File: config.mk
export PLATFORM = sky130hd
export DESIGN_NAME = pipe_stage_reg
export DESIGN_NICKNAME = d
export VERILOG_FILES = /design/src/rtl/pipe_stage_reg.sv
export SDC_FILE = /design/constraint.sdc
export NUM_CORES = 1
export LEC_CHECK = 0
export ABC_AREA = 1
export BUFFER_PORTS_ARGS = -buffer_cell sky130_fd_sc_hd__buf_2
export CAP_MARGIN = 20
export CORE_AREA = 2 2 136 138
export DETAILED_ROUTE_END_ITERATION = 10
export DIE_AREA = 0 0 138 140
export PLACE_DENSITY = 0.66
export SLEW_MARGIN = 0
export SYNTH_ARGS = -nofsm -noshare
export SYNTH_HDL_FRONTEND = slang
export SYNTH_SLANG_ARGS = --single-unit
File: constraint.sdc
create_clock -name clk -period 1.35 [get_ports clk]
set_clock_uncertainty 0.1 [all_clocks]
set_input_delay 0.2025 -clock clk [delete_from_list [all_inputs] [get_ports clk]]
set_output_delay 0.2025 -clock clk [all_outputs]
set_load 0.02 [all_outputs]
File: src/rtl/pipe_stage_reg.sv
// pipe_stage_reg: generic inter-stage register for the 5-stage MIPS pipeline.
// Carries payload, PC, countdown T_new, exception code and BD flag across one
// stage boundary, with stall, bubble insertion and exception flush to the
// handler PC. Older exceptions win over ones detected in this stage.
// Optional build macro PIPE_STAGE_STAT_EN adds stall/bubble/flush counters.
module pipe_stage_reg #(
    parameter int          DATA_W     = 128,
    parameter int          TNEW_W     = 2,
    parameter int          TNEW_DEC   = 1,
    parameter int          EXC_W      = 5,
    parameter logic [31:0] RESET_PC   = 32'h0000_0000,
    parameter logic [31:0] HANDLER_PC = 32'h0000_4180
) (
    input  logic              clk,
    input  logic              reset,
    input  logic              en,
    input  logic              flush,
    input  logic              req,
    input  logic              in_valid,
    input  logic [31:0]       in_pc,
    input  logic [TNEW_W-1:0] in_tnew,
    input  logic [EXC_W-1:0]  in_exc_code,
    input  logic              in_is_bd,
    input  logic              stage_exc,
    input  logic [EXC_W-1:0]  stage_exc_code,
    input  logic [DATA_W-1:0] in_data,
    output logic              out_valid,
    output logic [31:0]       out_pc,
    output logic [TNEW_W-1:0] out_tnew,
    output logic [EXC_W-1:0]  out_exc_code,
    output logic              out_has_exc,
    output logic              out_is_bd,
    output logic [DATA_W-1:0] out_data
`ifdef PIPE_STAGE_STAT_EN
    ,
    output logic [31:0]       stat_stall_cnt,
    output logic [31:0]       stat_bubble_cnt,
    output logic [31:0]       stat_flush_cnt
`endif
);

    localparam logic [TNEW_W-1:0] TNEW_DEC_V = TNEW_W'(TNEW_DEC);

    // Saturating countdown: unsigned subtract that clamps at zero.
    function automatic logic [TNEW_W-1:0] tnew_dec_sat(input logic [TNEW_W-1:0] t);
        if (int'(t) > TNEW_DEC)
            return t - TNEW_DEC_V;
        return '0;
    endfunction

    // First-exception-wins merge; bubbles never carry an exception.
    function automatic logic [EXC_W-1:0] exc_merge(
        input logic             valid,
        input logic [EXC_W-1:0] older,
        input logic             det,
        input logic [EXC_W-1:0] code
    );
        if (!valid)
            return '0;
        if (older != '0)
            return older;
        if (det)
            return code;
        return '0;
    endfunction

    logic              vld_p1;
    logic [31:0]       pc_p1;
    logic [TNEW_W-1:0] tnew_p1;
    logic [EXC_W-1:0]  exc_p1;
    logic              bd_p1;
    logic [DATA_W-1:0] data_p1;

    // Stage boundary register: reset > req > flush > load > hold.
    always_ff @(posedge clk) begin
        if (reset) begin
            vld_p1  <= 1'b0;
            pc_p1   <= RESET_PC;
            tnew_p1 <= '0;
            exc_p1  <= '0;
            bd_p1   <= 1'b0;
            data_p1 <= '0;
        end else if (req) begin
            vld_p1  <= 1'b0;
            pc_p1   <= HANDLER_PC;
            tnew_p1 <= '0;
            exc_p1  <= '0;
            bd_p1   <= 1'b0;
            data_p1 <= '0;
        end else if (flush) begin
            // Bubble keeps PC and BD so the architectural PC stays correct.
            vld_p1  <= 1'b0;
            pc_p1   <= in_pc;
            tnew_p1 <= '0;
            exc_p1  <= '0;
            bd_p1   <= in_is_bd;
            data_p1 <= '0;
        end else if (en) begin
            vld_p1  <= in_valid;
            pc_p1   <= in_pc;
            tnew_p1 <= tnew_dec_sat(in_tnew);
            exc_p1  <= exc_merge(in_valid, in_exc_code, stage_exc, stage_exc_code);
            bd_p1   <= in_is_bd;
            data_p1 <= in_data;
        end
    end

    assign out_valid    = vld_p1;
    assign out_pc       = pc_p1;
    assign out_tnew     = tnew_p1;
    assign out_exc_code = exc_p1;
    assign out_has_exc  = |exc_p1;
    assign out_is_bd    = bd_p1;
    assign out_data     = data_p1;

`ifdef PIPE_STAGE_STAT_EN
    // Counter increment that sticks at all-ones instead of wrapping.
    function automatic logic [31:0] sat_inc(input logic [31:0] c);
        if (c == 32'hFFFF_FFFF)
            return c;
        return c + 32'd1;
    endfunction

    logic [31:0] stall_cnt_p1;
    logic [31:0] bubble_cnt_p1;
    logic [31:0] flush_cnt_p1;

    // Event counters: each counts only the action that actually took effect.
    always_ff @(posedge clk) begin
        if (reset) begin
            stall_cnt_p1  <= '0;
            bubble_cnt_p1 <= '0;
            flush_cnt_p1  <= '0;
        end else if (req) begin
            flush_cnt_p1  <= sat_inc(flush_cnt_p1);
        end else if (flush) begin
            bubble_cnt_p1 <= sat_inc(bubble_cnt_p1);
        end else if (!en) begin
            stall_cnt_p1  <= sat_inc(stall_cnt_p1);
        end
    end

    assign stat_stall_cnt  = stall_cnt_p1;
    assign stat_bubble_cnt = bubble_cnt_p1;
    assign stat_flush_cnt  = flush_cnt_p1;
`endif

endmodule

### Word level (Yosys, flattened, before mapping)

Index checks and enable logic that the tools add are counted.

* word-level logic and storage cells: 51
* input bits: 180
* register bits: 169

* add/subtract/negate cells: 1
* reduce and logical (&&, ||, !) cells: 6
* $lt $le $gt $ge: 1
* muxes and demuxes: 36

Operators by type and width (number)
* $mux 32: 2
* $mux 5: 6
* $mux 1: 25
* $mux 15: 1
* $reduce_bool 5->1: 1
* $reduce_or 5->1: 1
* $mux 2: 2
* $reduce_bool 3->1: 1
* $reduce_or 3->1: 1
* $gt 2x1->1 const B: 1
* $reduce_bool 2->1: 1
* $reduce_or 2->1: 1
* $sub 2x1->2 const B: 1

### Longest topological paths before layout

Gate-level depths: netlist (run 1).

* word-level depth: 19
* gate-level depth with buffers: 6

### Worst setup path before layout (run 1)

Ideal clock, no wire load.

* path type: input -> register
* from: input port en
* to: register data_p1[100], in the netlist out_data[100]
* stages on the path: 6
* required time: 1184 ps
* arrival: 878 ps
* setup slack: 306 ps
* library setup time: 66 ps
* cells stage by stage: buf_6 > inv_4 > buf_4 > buf_2 > nand2_1 > a21oi_2

RTL lines
* start, declared: RTL line 16 `input logic en,`
* end signal, assigned: RTL line 104 `data_p1 <= in_data;`
* end, declared: RTL line 72 `logic [DATA_W-1:0] data_p1;`

### Worst setup path in the final report (run 1)

* from: register exc_p1[3], in the netlist out_exc_code[3]
* to: output port out_has_exc

* cells in the longest elaborated chain, start to end: 1

Ends and longest elaborated chain
* start, declared: RTL line 70 `logic [EXC_W-1:0] exc_p1;`
* start signal, assigned: RTL line 102 `exc_p1 <= exc_merge(in_valid, in_exc_code, stage_exc, stage_exc_code);`
* $reduce_or 5->1: RTL line 112 `assign out_has_exc = |exc_p1;`
* end, declared: RTL line 31 `output logic out_has_exc,`

No other way between the ends.

==> results.yml, run 1 <==
sta:
  relSlewSlack_pct: 75.40
  whs_ps: 1.155
  period_needed_ps: 1409
  rsz0062_at_grt: "yes"
  tightest_slew_ps: 369.0
  slew_viol_final: 0
  hold_viol: 0
  setup_slack_ps: -58.69
  max_freq_ghz: 0.7099
  min_period_over_period_pct: 104.3
  setup_viol: 1
logic_synthesis:
  ys_seq_elements: 169
  ys.flop_type: "dfxtp_1"
  synth_edf_count: 0
  synth_area_leaders: "dfxtp_1 55%, nand2_1 17%, a21oi_1 8.4%"
  synthCells: 765
  yosysWarnings: 0
  synth_nets: 945
  syn_avg_cell_area_um2: 7.983
  synth_top_area_share_pct: 55.40
  yosys.area.top_type: "dfxtp_1"
  yosysMostFrequentCell: "nand2_1"
  synth_cell_types: 20
  yosysSeqAreaShare_pct: 55.40
  synth_common_cells: "284 x nand2_1, 169 x dfxtp_1, 102 x a21oi_1, 64 x nor2_1, 40 x a21oi_2"
  syn_area_um2: 6107
  postSynth.asyncResetShare_pct: 0
setup_path:
  crit_arrival_ps: 1110
  crit_path_top_delay_cell: "dfxtp_2"
  critPathRequiredTime_ps: 1050
  r2r_start: "out_exc_code[3]"
  end_kind: "primary output"
  critPathTopFamily: "flip-flops"
  crit_fanout: 2
  path_cells: "nor3_2 -> nand2_1 -> buf_6"
  critPathKind: "flip-flop to primary output"
  cp_num_buf_inv: 1
  critPathMaxStageDelay_ps: 330
  critPathLaunchType: "flip-flop"
  cp-startpoint: "out_exc_code[3]"
clocking:
  clockBufferDepth: 2
  cts-root-buf: "clkbuf_16"
  cts_buffers: 17
  cts.sinks: 169
  htree_num_levels: 4
  clock_latency_ps: 400
  cts_tree: "done"
  clk_pin_slew_worst_paths_ps: 60
die:
  coreArea_um2: 17780
  ios: 350
  die_w_um: 138
  rows: 49
  dieArea_um2: 19320
  start_util_pct: 34.35
  die_h_um: 140
outcome:
  status: "finished, violations left"
  violations: "negative setup slack"
grt:
  grt-ovfl-total: 0
  grt_pass1_wl_mm: 34.09
  grt_max_degree: 78
  antenna_found_initial: 0
  track_usage_pct: 21.38
  grt_pass1_vias: 6856
placed_design:
  post-dp-hpwl_mm: 13.21
  gp_congestion: 0.8323
  place_ws_ps: 102.0
  port_buffers: 349
  placed_cells: 1309
routing:
  drc: 0
  ant_nets: 0
  wl_per_cell_um: 14.32
  drt_first_pass_iters: 7
  routed_wl_mm: 21.55
  drtIter0Drc: 350
  vias_per_cell: 4.625
  num_vias: 6960
finish:
  instances_no_fill: 1505
  fill_cells: 1531
  syn_to_final_growth_pct: 70.74
  layout.nets: 1443
  drive_gt1_share_pct: 35.69
pwr:
  max-vdd-ir-drop_mv: 0.7837
  power_density_nw_per_um2: 1109
  p_leak_nw: 4.915
hold_path:
  hp-class: "input pin to flip-flop"
  hp-start: "in_pc[7]"
job:
  drv_cap: 0
## path summary, 6_finish.rpt
path                                   endpoint  slack [ps]  cells after the start
worst max-delay path                out_has_exc         -60                      3
worst min-delay path                  out_pc[7]           1                      3
worst max register to register  out_exc_code[3]         550                      3
worst min register to register     out_data[41]         360                      2
## cell type report
type	instances	area, um2	share of cell area [%]
Antenna cell	1	2.502	0.02400
Clock buffer	18	439.2	4.212
Clock inverter	13	143.9	1.380
Inverter	13	53.80	0.5160
Multi-Input combinational cell	531	2444	23.43
Sequential cell	169	3387	32.48
Tap cell	229	286.5	2.748
Timing Repair Buffer	531	3671	35.21
## cell usage in the layout (no fill, tap or decap), types with 3 or more instances in the layout
cell	count
a21oi_1	96
a21oi_2	44
buf_12	10
buf_2	345
buf_4	9
buf_6	4
clkbuf_16	17
clkinvlp_4	4
dfxtp_1	166
dfxtp_2	3
dlygate4sd3_1	163
inv_1	11
inv_6	4
nand2_1	284
nand4_1	4
nor2_1	63
o21ai_0	31
## layer usage
layer  share of wire [%]  up-vias  GRT usage (%)  routed length (um)
met5                   0        -              0                   0
met4                 2.7        0          8.539                 585
met3                 6.2       40          5.128                1327
met2                  51      272          38.28               10980
met1                  40     3207          24.61                8654
li1                    -     3441              -                   -
## power breakdown
group	total, mW	internal (mW)	leakage (nW)	switching (mW)
Clock	4.86	2.79	0.276	2.07
Sequential	5.17	5.11	1.37	0.0597
Combinational	1.54	0.763	3.27	0.778
Total	11.6	8.66	4.92	2.91
## stage by stage
stage | setup TNS, ps | utilization (%) | cell area (um2) | total power, mW
CTS | -80.99 | 58.35 | 10370 | 11.67
floorplan | 0 | - | 6107 | 5.868
global route | -183.6 | 58.63 | 10430 | 12.06
finish | -58.69 | 58.65 | 10430 | 11.57
detailed placement | 0 | 45.72 | 8129 | 6.401
global placement | 0 | 45.72 | 8129 | 6.393
## timing repair
| action | in CTS | in global routing |
|---|---|---|
| hold endpoints to repair | 163 | 0 |
| endpoints found under the setup margin | 1 | 22 |
| hold buffers | 164 | 0 |
| pin swaps | 1 | 1 |
| gates resized for setup | 4 | 18 |
| setup buffers | 1 | 0 |
## tightest hold or removal path: stages
cell,delay (ps)
buf_2,80
a21oi_1,70
a21oi_1,110
## cell families after synthesis
kind of cell           synth area share (%)
AO/OA/AOI/OAI                         16.64
flip-flops                            55.40
AND/OR/NAND/NOR                       22.56
buffers and inverters                 5.409
## flip-flops by register name, summed over array words and instances (netlist names)
signal,count
out_data,128
out_exc_code,5
out_tnew,2
out_is_bd,1
out_pc,32
out_valid,1
Power figures use the tool's default switching activity.
==> run 2, diff against run 1 <==
==> constraint.sdc (replaced) <==
create_clock -name clk -period 1.35 [get_ports clk]
set_clock_uncertainty 0.1 [all_clocks]
set_input_delay 0.0675 -clock clk [delete_from_list [all_inputs] [get_ports clk]]
set_output_delay 0.0675 -clock clk [all_outputs]
set_load 0.02 [all_outputs]
==> run 2 against run 1 <==
The flow now finishes without violations. Register-to-register slack got worse by 410 ps. Fmax is 7.1% higher. Die area unchanged. Wire length down 0.58%. First-iteration DRC count fell by 6.6%. Clock-buffer cell count is 1 higher. Cell count is 0.66% higher. Sequential share of layout area is 0.051 points lower. Critical path type unchanged. Critical endpoint unchanged.
==> results.yml, run 2 (synthesized netlist as in run 1, its figures left out) <==
setup_path:
  cp_num_buf_inv: 1
  critPathLaunchType: "flip-flop"
  crit_cells: 3
  critPathKind: "flip-flop to primary output"
  reg2reg_setup_slack_ps: 140
  critPathRequiredTime_ps: 1180
  critPathMaxStageDelay_ps: 330
  reg2reg_depth: 3
  critPathTopFamily: "flip-flops"
  crit_arrival_ps: 1150
  worst_r2r_endpoint: "out_pc[8]"
  cp-endpoint: "out_has_exc"
  cp-startpoint: "out_exc_code[3]"
  path_cells: "nor3_2 -> nand2_1 -> buf_6"
  crit_fanout: 3
  r2r_start: "out_pc[8]"
  crit_path_top_delay_cell: "dfxtp_2"
  end_kind: "primary output"
die:
  die_h_um: 140
  rows: 49
  coreArea_um2: 17780
  dieArea_um2: 19320
  start_util_pct: 34.35
  die_w_um: 138
  ios: 350
routing:
  num_vias: 6975
  routed_wl_mm: 21.43
  vias_per_cell: 4.604
  drtIter0Drc: 327
  wl_per_cell_um: 14.14
  drc: 0
  drt_first_pass_iters: 4
  ant_nets: 0
grt:
  grt-ovfl-total: 0
  grt_max_degree: 78
  antenna_found_initial: 0
  grt_pass1_vias: 6901
  track_usage_pct: 21.23
  grt_pass1_wl_mm: 33.82
pwr:
  power_density_nw_per_um2: 1102
  combPwrFrac_pct: 13.4
  max-vdd-ir-drop_mv: 0.8341
  p_leak_nw: 4.918
  pwr-share-clk_pct: 41.7
  switching_share_pct: 25.08
  seqPwrFrac_pct: 44.9
  p_int_mw: 8.620
  switchingPower_mw: 2.886
sta:
  whs_ps: 32.25
  hold_viol: 0
  max_freq_ghz: 0.7606
  rsz0062_at_grt: "yes"
  tightest_slew_ps: 462.0
  period_needed_ps: 1315
  relSlewSlack_pct: 69.16
  min_period_over_period_pct: 97.39
  setup_viol: 0
  setup_slack_ps: 35.19
  slew_viol_final: 0
placed_design:
  placed_area_um2: 8046
  gp_congestion: 0.8238
  place_ws_ps: 174.5
  port_buffers: 349
  post-dp-hpwl_mm: 12.91
clocking:
  cts_buffers: 17
  clock_latency_ps: 410
  clockBufferDepth: 2
  cts_setup_buffers: 0
  cts.sinks: 169
  htree_num_levels: 4
  cts-root-buf: "clkbuf_16"
  clk_pin_slew_worst_paths_ps: 60
  cts_tree: "done"
job:
  drv_cap: 0
outcome:
  status: "complete, no violations"
finish:
  final_common_cell: "buf_2"
  layout.nets: 1453
  drive_gt1_share_pct: 34.14
  fin_area_um2: 10440
  diodes: 0
  syn_to_final_growth_pct: 70.95
  multi_input_area_um2: 2404
  largest_reg_flops: 128
  fin_util_pct: 58.72
  most-common-layout-cells: "347 x buf_2, 284 x nand2_1, 180 x dlygate4sd3_1"
  seq_area_um2: 3386
  fill_cells: 1504
hold_path:
  hp-class: "input pin to flip-flop"
-- run 2: cell count changes in the layout (fill, tap and decap cells not counted), moves of 2 or more --
cell	before	now
buf_2	345	347
dlygate4sd3_1	163	180
a21oi_2	44	40
buf_12	10	7
clkinvlp_4	4	6
clkbuf_1	0	2
buf_4	9	6
a21oi_4	2	0
a21oi_1	96	102
buf_6	4	1
-- run 2: area by class of cell --
type	count	area share, %
sequential	169	32.43
clock inverter	13	1.390
tap	229	2.744
timing repair buffer	541	35.77
inverter	13	0.4914
multi-input combinational	531	23.02
clock buffer	19	4.147
-- run 2: worst min-delay path by stage --
stage,slack [ps],from,to,cells past startpoint
finish,30,flush,out_data[15],4
global route,50,flush,out_data[15],4
CTS,30,flush,out_data[8],4
detailed placement,220,reset,out_pc[8],2
global placement,210,reset,out_pc[14],2
floorplan,40,reset,out_pc[14],1
-- run 2: power by group through the flow --
stage                     Sequential, mW  Clock (mW)  Combinational (mW)
final                               5.17        4.80                1.54
after global routing                5.18        5.17                1.66
after CTS                           5.17        4.95                1.52
after detailed placement            5.28           0                1.10
after global placement              5.28           0                1.09
after floorplan                     5.43           0               0.440
-- run 2: metrics by stage --
stage / instances / power [mW] / setup TNS, ps
3_5_place_dp: 1303 / 6.376 / 0
3_3_place_gp: 1303 / 6.370 / 0
6_report: 1515 / 11.51 / 0
4_1_cts: 1515 / 11.63 / 0
5_1_grt: 1515 / 12.01 / -38.63
2_1_floorplan: 765 / 5.868 / 0
-- run 2: worst register-to-register path, cell delays in order, from the launching register on --
cell and delay (ps):
dfxtp_1 320, nand2_1 50, a21oi_1 140, dlygate4sd3_1 540
-- run 2: timing repair --
| item | CTS | global route |
|---|---|---|
| hold endpoints to repair | 169 | 0 |
| setup endpoints to repair | 1 | 1 |
| hold buffers | 180 | 0 |
| resized for setup | 3 | 2 |
| pin swaps | 1 | 2 |
-- run 2: layer usage --
layer  routed length [um]  share of wire, %  global-route usage, %  vias to the layer above
li1                     -                 -                      -                     3458
met1                 8666                40                  24.49                     3191
met2                10900                51                  37.83                      281
met3                 1235               5.8                  4.684                       45
met4                  624               2.9                  9.345                        0
met5                    0                 0                      0                        -
